--- config.mk ---
export PLATFORM = sky130hd
export DESIGN_NAME = cpu_sequencer
export DESIGN_NICKNAME = d
export VERILOG_FILES = /design/src/rtl/cpu_sequencer.sv
export SDC_FILE = /design/constraint.sdc
export NUM_CORES = 1
export LEC_CHECK = 0
export CORE_MARGIN = 5
export CORE_UTILIZATION = 51
export DETAILED_ROUTE_END_ITERATION = 8
export HOLD_SLACK_MARGIN = 0.05
export PLACE_DENSITY = 0.82
export SETUP_SLACK_MARGIN = 0.15
export SKIP_CTS_REPAIR_TIMING = 1
export SYNTH_ARGS = -nofsm -noshare
export SYNTH_HDL_FRONTEND = slang
export SYNTH_SLANG_ARGS = --single-unit
--- constraint.sdc ---
create_clock -name clk -period 2.43 [get_ports clk]
set_clock_uncertainty 0.2 [all_clocks]
set_input_delay 0.243 -clock clk [delete_from_list [all_inputs] [get_ports clk]]
set_output_delay 0.243 -clock clk [all_outputs]
set_load 0.1 [all_outputs]
--- src/rtl/cpu_sequencer.sv ---
// cpu_sequencer
// Multi-cycle control sequencer for the SRM-Starter core. Steps the decoder
// through fetch, execute and memory-wait phases, arbitrates interrupt entry
// against instruction fetch at instruction boundaries, gates architectural
// writes to one commit cycle per instruction, and traps hung bus transactions.
//
// Parameters:
//   TIMEOUT  max consecutive wait cycles without mem_ack (1..2^TO_W-1)
//   TO_W     watchdog counter width
//
// Ports:
//   clk          system clock, rising edge
//   rst          synchronous active-high reset
//   mem_ack      memory handshake, completes in the cycle it is high
//   hardware_int level interrupt request
//   int_en       interrupt enable (status register bit)
//   ctl_mem_req  decoder Mem_REQ line for the current instruction
//   fetch_req    instruction-fetch memory request
//   data_req     data / interrupt-vector memory request
//   ir_we        instruction register load strobe
//   dec_en       decoder enable
//   dec_hw_int   decoder hardware_int, high only during interrupt entry
//   commit       one-cycle architectural write qualifier
//   int_ack      one-cycle pulse when interrupt entry commits
//   bus_err      sticky watchdog error flag
//   state        current state encoding (debug)
module cpu_sequencer #(
  parameter int TIMEOUT = 255,
  parameter int TO_W    = 8
) (
  input  logic       clk,
  input  logic       rst,
  input  logic       mem_ack,
  input  logic       hardware_int,
  input  logic       int_en,
  input  logic       ctl_mem_req,
  output logic       fetch_req,
  output logic       data_req,
  output logic       ir_we,
  output logic       dec_en,
  output logic       dec_hw_int,
  output logic       commit,
  output logic       int_ack,
  output logic       bus_err,
  output logic [2:0] state
);

  typedef enum logic [2:0] {
    S_FETCH = 3'd0,
    S_EXEC  = 3'd1,
    S_MWAIT = 3'd2,
    S_ERR   = 3'd3
  } state_t;

  state_t          cur_state;
  logic            int_pending;
  logic            int_cycle;
  logic            bus_err_q;
  logic [TO_W-1:0] wdog;

  logic take_int;
  logic waiting;
  logic timeout_hit;
  logic int_done;

  // Interrupts are only recognised at an instruction boundary (S_FETCH).
  assign take_int    = (cur_state == S_FETCH) && int_pending && int_en;
  // A wait cycle is an outstanding bus request that has not been acked.
  assign waiting     = (((cur_state == S_FETCH) && !take_int) ||
                        (cur_state == S_MWAIT)) && !mem_ack;
  // mem_ack on the last tolerated cycle wins, because waiting needs !mem_ack.
  assign timeout_hit = waiting && (wdog == TO_W'(TIMEOUT - 1));
  assign int_done    = (cur_state == S_MWAIT) && mem_ack && int_cycle;

  // Outputs decode the registered state; everything is masked while rst is
  // high so a transaction interrupted by reset never commits.
  always_comb begin
    fetch_req  = 1'b0;
    data_req   = 1'b0;
    ir_we      = 1'b0;
    dec_en     = 1'b0;
    dec_hw_int = 1'b0;
    commit     = 1'b0;
    int_ack    = 1'b0;
    if (!rst) begin
      case (cur_state)
        S_FETCH: begin
          fetch_req = !take_int;
          ir_we     = !take_int && mem_ack;
        end
        S_EXEC: begin
          dec_en     = 1'b1;
          dec_hw_int = int_cycle;
          commit     = !ctl_mem_req;
        end
        S_MWAIT: begin
          dec_en     = 1'b1;
          dec_hw_int = int_cycle;
          data_req   = 1'b1;
          commit     = mem_ack;
          int_ack    = int_done;
        end
        default: ;
      endcase
    end
  end

  assign bus_err = bus_err_q && !rst;
  assign state   = cur_state;

  // Sequencer state, interrupt bookkeeping and bus watchdog.
  always_ff @(posedge clk) begin
    if (rst) begin
      cur_state   <= S_FETCH;
      int_pending <= 1'b0;
      int_cycle   <= 1'b0;
      bus_err_q   <= 1'b0;
      wdog        <= '0;
    end else begin
      // Clear beats set when both happen in the same cycle.
      int_pending <= (int_pending || hardware_int) && !int_done;
      case (cur_state)
        S_FETCH: begin
          if (take_int) begin
            cur_state <= S_EXEC;
            int_cycle <= 1'b1;
            wdog      <= '0;
          end else if (mem_ack) begin
            cur_state <= S_EXEC;
            int_cycle <= 1'b0;
            wdog      <= '0;
          end else if (timeout_hit) begin
            cur_state <= S_ERR;
            bus_err_q <= 1'b1;
            wdog      <= '0;
          end else begin
            wdog <= wdog + 1'b1;
          end
        end
        S_EXEC: begin
          wdog      <= '0;
          cur_state <= ctl_mem_req ? S_MWAIT : S_FETCH;
          if (!ctl_mem_req) int_cycle <= 1'b0;
        end
        S_MWAIT: begin
          if (mem_ack) begin
            cur_state <= S_FETCH;
            int_cycle <= 1'b0;
            wdog      <= '0;
          end else if (timeout_hit) begin
            cur_state <= S_ERR;
            bus_err_q <= 1'b1;
            wdog      <= '0;
          end else begin
            wdog <= wdog + 1'b1;
          end
        end
        S_ERR: begin
          wdog <= '0;
        end
        default: begin
          cur_state <= S_FETCH;
          int_cycle <= 1'b0;
          wdog      <= '0;
        end
      endcase
    end
  end

endmodule

-- Yosys cells after proc, flatten, opt, wreduce, memory -nomap -nowiden
Cells that the tools add are included.
Widths: inputs -> output; s select.
- bits in registers: 14
- input bits: 6
- word-level logic and storage cells: 67
- add/subtract/negate cells: 1
- equal/unequal tests: 6
- multiplexer cells: 32
- bitwise operators: 1
- reduce and logical (&&, ||, !) cells: 22
- operator list (kind ; number):
    $mux 8 ; 3
    $mux 1 ; 19
    $pmux 8 s2 ; 1
    $mux 3 ; 4
    $pmux 3 s4 ; 1
    $logic_and 1x1->1 ; 10
    $add 8x1->8 const B ; 1
    $eq 8x8->1 const B ; 1
    $eq 3x2->1 const B ; 2
    $logic_not 1->1 ; 5
    $ne 2x2->1 const B ; 2
    $pmux 1 s2 ; 2
    $pmux 1 s4 ; 1
    $reduce_and 2->1 ; 2
    $eq 3x1->1 const B ; 1
    $logic_not 3->1 ; 1
    $logic_or 1x1->1 ; 2
    $mux 2 ; 1
    $reduce_bool 2->1 ; 1
    $reduce_or 2->1 ; 1
    $not 1->1 ; 1

-- Longest topological paths before layout
Gate-level depths: netlist of run 1.
- depth in word-level cells: 12
- mapped depth: 5
- depth with buffers taken out: 5

-- Least setup slack after synthesis of run 1
No wires, ideal clock.
- kind: register to output
- start: register cur_state[1], in the netlist state[1]
- end: output dec_hw_int
- arrival time: 4.417 ns
- data required time: 1.987 ns
- setup slack: -2.430 ns
- cell stages (with the launch flop): 5
- path buffers: 1
- cells stage by stage: dfxtp_1 buf_2 xnor2_1 nor3_1 and2_1
- longest elaborated chain between the ends: 4
- elaborated cells between the ends (all ways): 5
- RTL lines (element ; RTL line ; source):
    from (decl) ; 55 ; state_t cur_state;
    from (signal assigned) ; 142 ; cur_state <= ctl_mem_req ? S_MWAIT : S_FETCH;
    $eq 3x2->1 / $eq 3x1->1 (equally long branches) ; 86 ; case (cur_state)
    $reduce_or 2->1 (no source line) (*) ; - ;
    $mux 1 (*) ; 86 ;
    $mux 1 (*) ; 85 ; if (!rst) begin
    to (decl) ; 41 ; output logic dec_hw_int,
Every way passes the cells marked *; elsewhere a longest branch is shown, timed or not.

-- Worst setup path in the final report of run 1
- start: input rst
- end: output ir_we
- longest elaborated chain between the ends: 1
- RTL lines (element ; RTL line ; source):
    from (decl) ; 32 ; input logic rst,
    $mux 1 ; 85 ;
    to (decl) ; 39 ; output logic ir_we,
Every way passes these cells.

==> results of run 1 <==
## state kept, by name, summed over array words and instances (netlist names)
register / flops
int_cycle: 1
bus_err_q: 1
state: 3
wdog: 8
int_pending: 1
## per-layer routing
metal / GRT usage [%] / vias up / share of wire, %
li1: - / 336 / -
met2: 28.5 / 31 / 52
met5: 0 / - / 0
met3: 3.36 / 7 / 5.9
met1: 16.6 / 321 / 39
met4: 8.52 / 0 / 2.5
## logic make-up after synthesis
group / Yosys count
simple gates: 36
compound gates: 17
flops: 14
buf+inv: 8
xor+xnor: 4
fa+ha+maj: 2
other cells: 1
## layout make-up
type                    instances  area, um2
clock buffers                   4       36.3
fillers                        97        274
inverters                       4       15.0
multi-input cells              60        467
flip-flops and latches         14        292
well taps                      15       18.8
repair buffers                 18        248
## layout by cell type (no fill, tap or decap), types with 2 or more instances in the layout
| master | count |
|---|---|
| and2_4 | 2 |
| nor2_1 | 4 |
| ha_1 | 2 |
| o21ai_0 | 3 |
| a21oi_1 | 5 |
| inv_1 | 4 |
| nand3b_1 | 3 |
| xor2_1 | 2 |
| xnor2_1 | 2 |
| clkdlybuf4s50_1 | 5 |
| dfxtp_1 | 11 |
| buf_4 | 5 |
| nand2b_1 | 2 |
| nand3_1 | 3 |
| nor3_1 | 7 |
| buf_12 | 8 |
| nand2_1 | 2 |
| clkbuf_4 | 3 |
| dfxtp_4 | 3 |
## path summary, 6_finish.rpt
path              slack (ns)                endpoint  cells past startpoint
hold / removal          0.26  bus_err_q$_SDFFE_PP0P_                      2
hold reg to reg         0.26  bus_err_q$_SDFFE_PP0P_                      2
setup / recovery        0.25                   ir_we                      5
setup reg to reg        0.88   state[1]$_SDFFE_PP0N_                      4
## power by group through the flow
stage | clock [mW] | combinational [mW] | sequential, mW
after floorplan | 0 | 0.0477 | 0.257
after global placement | 0 | 0.0861 | 0.246
after detailed placement | 0 | 0.0880 | 0.247
after CTS | 0.167 | 0.0883 | 0.241
after global routing | 0.184 | 0.0922 | 0.243
final | 0.162 | 0.0879 | 0.241
## worst max-delay path, cell delays in order
cell	delay, ns
clkdlybuf4s50_1	0.45
or3_4	0.41
nor3b_4	0.27
and2_4	0.20
buf_12	0.16
## per-stage QoR
stage	worst slack [ns]	cell area [um2]	total power, mW
after floorplan	-0.335	802	0.305
after global placement	0.325	1040	0.332
after detailed placement	0.265	1040	0.335
after CTS	0.252	1080	0.497
after global routing	0.199	1080	0.519
final	0.253	1080	0.491
==> results.yml, run 1 <==
critical_path:
  cp_max_fo: 2
  startpoint: "rst"
  startpoint_type: "primary input"
  crit_arrival_ns: 1.73
  worstSetupEndpointType: "primary output"
  critPathKind: "in -> out"
  worstPathRequired_ns: 1.99
  timing.rr.start: "wdog[1]$_SDFF_PP0_"
sta:
  max_freq_mhz: 459
  period_minus_slack_ns: 2.18
  hold_viol_final: 0
  maxSlewViolCount: 0
  setup_tns_ns: 0
  whs_ns: 0.261
  final-setup-viol-count: 0
  rsz0062_at_grt: "no"
  fin_crit_sh_pct: 89.6
power:
  p_int_mw: 0.357
  p_switching_mw: 0.134
  power_frac_comb_pct: 17.9
  p_leak_nw: 0.366
  peakVddDrop_mv: 0.345
  power_density_nw_per_um2: 457
  swShare_pct: 27.4
  p_clk_share_pct: 33.0
  power_frac_seq_pct: 49.1
clock_tree:
  cts_root_buf: "clkbuf_4"
  clk_pin_slew_ns: 0.08
  numCtsBuffers: 3
  clk_latency_ns: 0.28
  tritoncts: "built"
  clock_path_buffers: 2
  htree_levels: 1
  cts_sinks: 14
grt:
  overflow: 0
  first_global_vias: 693
  grt_max_degree: 13
  grt.total_usage_pct: 15.8
  antenna_found_initial: 0
  grt_pass1_wl_um: 3040
synthesis:
  ys_top_cells_by_count: "14 x dfxtp_1, 8 x nor3_1, 5 x a21oi_1"
  yosysTopAreaCell: "dfxtp_1"
  synth.area.mux_share_pct: 0
  synth.distinct_cells: 38
  avgSynthCellArea_um2: 9.20
  synth_top_area_share_pct: 37.1
  async_reset_ff_share_pct: 0
  ys_ff_latch: 14
  ys_seq_area_share_pct: 37.1
  syn-cell-area_um2: 754
  synthAdderAreaFrac_pct: 3.32
  synth_top_family_by_area: "simple AND/OR/NAND/NOR gates"
  synth_compound_area_share_pct: 18.1
  yosys_warnings: 0
  synth_nets: 90
  synth_edf_count: 0
  netlist_top_cells_area: "dfxtp_1 37%, nor3_1 5.3%, a21oi_1 3.3%"
  synthSimpleGateAreaFrac_pct: 30.5
  yosysMostFrequentCell: "dfxtp_1"
  synth_xor_area_share_pct: 4.64
  synth_ff_type: "dfxtp_1"
  netlist_instances: 82
cells_and_area:
  diodes: 0
  area_delta_synth_final_pct: 42.6
  instances_no_fill: 115
  fin_nets: 109
  final_util_pct: 79.7
  drive_gt1_share_pct: 33.0
drt:
  drc_errors: 0
  drtIter0Drc: 26
  wirelength_um: 1740
  vias_per_cell: 6.04
  firstDrtPassIters: 4
  route.vias.total: 695
  avgRoutedWirePerCell_um: 15.1
  drtAntennaViolNets: 0
floorplanning:
  fp.dieW_um: 48.5
  core_um2: 1350
  placementRows: 13
  start_util_pct: 55.9
  die_h_um: 48.5
  top_level_ports: 17
  dieArea_um2: 2350
place:
  placedCellCount: 111
  routabilityCongestion: 0.769
  port_buffers: 16
  dp_hpwl_um: 1360
job:
  max-cap-violations: 0
worst_hold_path:
  hold_start: "bus_err_q$_SDFFE_PP0P_"
  hold_class: "reg -> reg"
outcome:
  status: "completed"
Power figures use the tool's default switching activity.
==> run 2, diff against run 1 <==
--- a/config.mk
+++ b/config.mk
@@ -5,11 +5,13 @@
 export SDC_FILE = /design/constraint.sdc
 export NUM_CORES = 1
 export LEC_CHECK = 0
+export CORE_ASPECT_RATIO = 1.2
 export CORE_MARGIN = 5
-export CORE_UTILIZATION = 51
+export CORE_UTILIZATION = 43
+export CTS_CLUSTER_DIAMETER = 200
 export DETAILED_ROUTE_END_ITERATION = 8
 export HOLD_SLACK_MARGIN = 0.05
-export PLACE_DENSITY = 0.82
+export PLACE_DENSITY = 0.74
 export SETUP_SLACK_MARGIN = 0.15
 export SKIP_CTS_REPAIR_TIMING = 1
 export SYNTH_ARGS = -nofsm -noshare
==> constraint.sdc (replaced) <==
create_clock -name clk -period 2 [get_ports clk]
set_clock_uncertainty 0.2 [all_clocks]
set_input_delay 0.2 -clock clk [delete_from_list [all_inputs] [get_ports clk]]
set_output_delay 0.2 -clock clk [all_outputs]
set_load 0.1 [all_outputs]
==> run 2 against run 1 <==
Net effect:
- setup slack got worse by 0.20 ns
- wire length rose by 4.3%
- sequential share of layout area fell by 2.0 points
- count of clock-buffer cells in the layout did not move
- register-to-register slack got worse by 0.47 ns
- largest power group unchanged
- final cell count rose by 9.6%
- critical endpoint is now commit
- clock power rose by 24%
==> results.yml, run 2 (same netlist as run 1, synthesis figures left out) <==
drt:
  vias_per_cell: 5.82
  route.vias.total: 733
  wirelength_um: 1810
  drc_errors: 0
  firstDrtPassIters: 4
  avgRoutedWirePerCell_um: 14.4
  drtIter0Drc: 7
  drtAntennaViolNets: 0
critical_path:
  timing.rr.start: "state[2]$_SDFFE_PP0N_"
  crit_slowest_cell: "or3b_4"
  path_buf_inv: 1
  cp_slowest_stage_delay_ns: 0.42
  worstSetupEndpointType: "primary output"
  regToRegEndpoint: "wdog[7]$_SDFF_PP0_"
  worstPathRequired_ns: 1.60
  critPathKind: "reg -> out"
  critPathTopFamily: "simple AND/OR/NAND/NOR gates"
  r2r_cells: 4
  rrSetupSlack_ns: 0.41
  startpoint: "state[1]$_SDFFE_PP0N_"
  cp_max_fo: 9
  path_cells: "or3b_4, a211oi_4, buf_12"
  crit_arrival_ns: 1.55
  startpoint_type: "register"
power:
  power_frac_seq_pct: 47.2
  power_density_nw_per_um2: 526
  p_clk_share_pct: 32.8
  power_frac_comb_pct: 20.0
  p_int_mw: 0.443
  power_mw: 0.612
  p_switching_mw: 0.169
  swShare_pct: 27.7
  p_leak_nw: 0.423
  peakVddDrop_mv: 0.493
cells_and_area:
  fillers: 126
  fin_nets: 117
  final_cell_mix: "11 x dfxtp_1, 11 x buf_4, 9 x buf_12"
  area_delta_synth_final_pct: 54.2
  diodes: 0
  largest-register: "wdog"
  drive_gt1_share_pct: 40.7
  largest_register_ffs: 8
sta:
  maxSlewViolCount: 0
  max_freq_mhz: 513
  setup_tns_ns: 0
  final-setup-viol-count: 0
  whs_ns: 0.117
  fin_crit_sh_pct: 97.4
  hold_viol_final: 0
  period_minus_slack_ns: 1.95
  rsz0062_at_grt: "yes"
floorplanning:
  fp.dieW_um: 48.2
  die_h_um: 55.9
  start_util_pct: 45.4
  core_um2: 1660
  placementRows: 16
  dieArea_um2: 2700
  top_level_ports: 17
grt:
  grt_pass1_wl_um: 2900
  antenna_found_initial: 0
  grt.total_usage_pct: 14.7
  first_global_vias: 706
  overflow: 0
  grt_max_degree: 13
clock_tree:
  clock_path_buffers: 2
  cts_root_buf: "clkbuf_4"
  htree_levels: 1
  cts_sinks: 14
  tritoncts: "built"
  numCtsBuffers: 3
  clk_latency_ns: 0.28
  clk_pin_slew_ns: 0.08
worst_hold_path:
  hold_class: "in -> reg"
  hold_depth: 3
  hold_start: "rst"
  hold_end: "state[0]$_SDFFE_PP0N_"
place:
  port_buffers: 16
  dp_hpwl_um: 1360
  routabilityCongestion: 0.823
job:
  max-cap-violations: 0
outcome:
  status: "completed"
-- run 2: cell count changes in the layout (fill, tap and decap cells not counted), sizes merged --
| cell | change |
|---|---|
| clkdlybuf4s50 | -1 |
| dlymetal6s2s | +1 |
| buf | +7 |
| clkbuf | +1 |
-- run 2: worst max path at each step --
stage | end | slack (ns) | depth (start not counted)
floorplan | ir_we | -0.72 | 4
global placement | ir_we | 0.05 | 5
detailed placement | ir_we | 0.04 | 5
CTS | commit | -0.02 | 3
global route | ir_we | -0.01 | 4
finish | commit | 0.05 | 3
-- run 2: per-layer routing --
layer	vias up	GRT usage, %	part of all wire [%]
li1	354	-	-
met3	9	1.94	6.4
met5	-	0	0
met2	29	23.9	53
met1	341	15.8	36
met4	0	11.2	4.7
-- run 2: per-stage QoR --
step	cells	setup slack [ns]	cell area (um2)	util (%)
6_report	126	0.0514	1160	70.0
5_1_grt	126	-0.00963	1160	70.0
4_1_cts	120	-0.0151	1120	67.2
3_5_place_dp	116	0.0358	1080	65.0
3_3_place_gp	116	0.0500	1080	65.0
2_1_floorplan	82	-0.722	817	-
-- run 2: power by group through the flow --
stage	sequential, mW	clock [mW]	combinational (mW)
CTS	0.290	0.205	0.118
global placement	0.296	0	0.116
floorplan	0.313	0	0.0586
global route	0.289	0.220	0.129
finish	0.289	0.201	0.122
detailed placement	0.296	0	0.117
-- run 2: layout make-up --
type / instances / area, um2 / share of cell area (%)
tap: 18 / 22.5 / 1.94
timing repair buffer: 26 / 320 / 27.5
multi-input combinational: 60 / 478 / 41.1
inverter: 4 / 15.0 / 1.29
clock buffer: 4 / 36.3 / 3.12
sequential: 14 / 292 / 25.1
-- run 2: worst register-to-register path, delay by kind of cell, from the launching register on --
family / cells / cell delay (ns)
flops: 1 / 0.36
simple gates: 1 / 0.26
buf+inv: 1 / 0.18
compound gates: 2 / 0.51
==> run 3, diff against run 2 <==
--- a/config.mk
+++ b/config.mk
@@ -13,7 +13,6 @@
 export HOLD_SLACK_MARGIN = 0.05
 export PLACE_DENSITY = 0.74
 export SETUP_SLACK_MARGIN = 0.15
-export SKIP_CTS_REPAIR_TIMING = 1
 export SYNTH_ARGS = -nofsm -noshare
 export SYNTH_HDL_FRONTEND = slang
 export SYNTH_SLANG_ARGS = --single-unit
==> run 3 against run 2 <==
Net effect:
- cell area fell by 0.97%
- sequential share of layout area is 0.24 points higher
- non-clock buffer count fell by 1
- global-route usage grew 0.42 points
- core utilization shrank 0.68 points
- first-iteration DRC count is 57% higher
- flip-flop and latch count did not move
- clock power is essentially flat
- final cell count down 0.79%
- register-to-register slack lost 0.12 ns
- critical path type unchanged
==> results.yml, run 3 (same netlist as run 1, synthesis figures left out) <==
drt:
  wirelength_um: 1810
  drc_errors: 0
  firstDrtPassIters: 4
  route.vias.total: 718
  drtIter0Drc: 11
  drtAntennaViolNets: 0
  avgRoutedWirePerCell_um: 14.5
  vias_per_cell: 5.74
floorplanning:
  placementRows: 16
  fp.dieW_um: 48.2
  start_util_pct: 45.4
  dieArea_um2: 2700
  die_h_um: 55.9
  core_um2: 1660
  top_level_ports: 17
sta:
  setup_tns_ns: 0
  period_minus_slack_ns: 1.96
  maxSlewViolCount: 0
  max_freq_mhz: 509
  setup_ws_ns: 0.0366
  hold_viol_final: 0
  rsz0062_at_grt: "yes"
  final-setup-viol-count: 0
  fin_crit_sh_pct: 98.2
cells_and_area:
  diodes: 0
  final_util_pct: 69.4
  largest_register_ffs: 8
  instances_no_fill: 125
  drive_gt1_share_pct: 39.3
  fin_nets: 116
  layout_commonest_cell: "dfxtp_1"
  largest-register: "wdog"
  final_cell_mix: "11 x dfxtp_1, 10 x buf_4, 9 x buf_12"
  area_delta_synth_final_pct: 52.7
clock_tree:
  cts_hold_buf: 0
  cts_root_buf: "clkbuf_4"
  tritoncts: "built"
  htree_levels: 1
  clk_latency_ns: 0.28
  clk_pin_slew_ns: 0.08
  cts_sinks: 14
  clock_path_buffers: 2
  numCtsBuffers: 3
grt:
  grt_pass1_wl_um: 2970
  grt.total_usage_pct: 15.1
  busiest_layer: "met2"
  overflow: 0
  antenna_found_initial: 0
  use_met1_pct: 15.4
  grt_max_degree: 10
  use_met3_pct: 1.94
  first_global_vias: 740
  use_met2_pct: 25.0
job:
  max-cap-violations: 0
critical_path:
  worstPathRequired_ns: 1.60
  cp_max_fo: 2
  rrSetupSlack_ns: 0.29
  critPathKind: "reg -> out"
  startpoint_type: "register"
  worstSetupEndpointType: "primary output"
  crit_arrival_ns: 1.56
power:
  peakVddDrop_mv: 0.492
  power_mw: 0.612
  power_density_nw_per_um2: 531
  p_leak_nw: 0.405
outcome:
  status: "completed"
place:
  post-place-ws_ns: 0.0358
  placedCellCount: 116
  routabilityCongestion: 0.823
  port_buffers: 16
  dp_hpwl_um: 1360
worst_hold_path:
  hold_class: "in -> reg"
## run 3: changes by cell type in the layout (fill, tap and decap cells not counted), sizes merged
cell,change
clkdlybuf4s50,+1
dlymetal6s2s,-1
clkbuf,-1
## run 3: final timing paths
path | endpoint | from | cells after the start
worst min register to register | bus_err_q$_SDFFE_PP0P_ | bus_err_q$_SDFFE_PP0P_ | 2
worst max register to register | wdog[7]$_SDFF_PP0_ | state[0]$_SDFFE_PP0N_ | 5
worst max-delay path | ir_we | state[2]$_SDFFE_PP0N_ | 4
worst min-delay path | int_pending$_SDFF_PP0_ | hardware_int | 3
## run 3: report_power, final
part / internal (mW) / switching (mW)
registers: 0.282 / 0.00660
logic: 0.0498 / 0.0724
clock network: 0.111 / 0.0912
## run 3: per-layer routing
metal	wire length, um	vias up
li1	-	352
met1	655	326
met2	927	31
met3	133	9
met4	93	0
met5	0	-
## run 3: repair_timing
item / in CTS / in global routing
endpoints found under the setup margin: 5 / 6
resized for setup: 1 / 0
cloned: 0 / 0
buffers inserted: 4 / 1
pin swaps: 3 / 3
## run 3: metrics by stage
step | hold slack [ns] | area, um2
2_1_floorplan | 0.162 | 817
3_3_place_gp | 0.262 | 1080
3_5_place_dp | 0.290 | 1080
4_1_cts | 0.300 | 1140
5_1_grt | 0.311 | 1150
6_report | 0.296 | 1150
## run 3: critical path: stages, from the launching register on
cell	delay [ns]
dfxtp_4	0.36
or3_4	0.40
nor3b_4	0.19
and2_4	0.17
buf_12	0.16
## run 3: cell type report
| type | count | area, um2 |
|---|---|---|
| multi-input cells | 60 | 478 |
| inverters | 4 | 15.0 |
| fillers | 127 | 509 |
| well taps | 18 | 22.5 |
| flip-flops and latches | 14 | 292 |
| clock buffers | 4 | 36.3 |
| repair buffers | 25 | 309 |
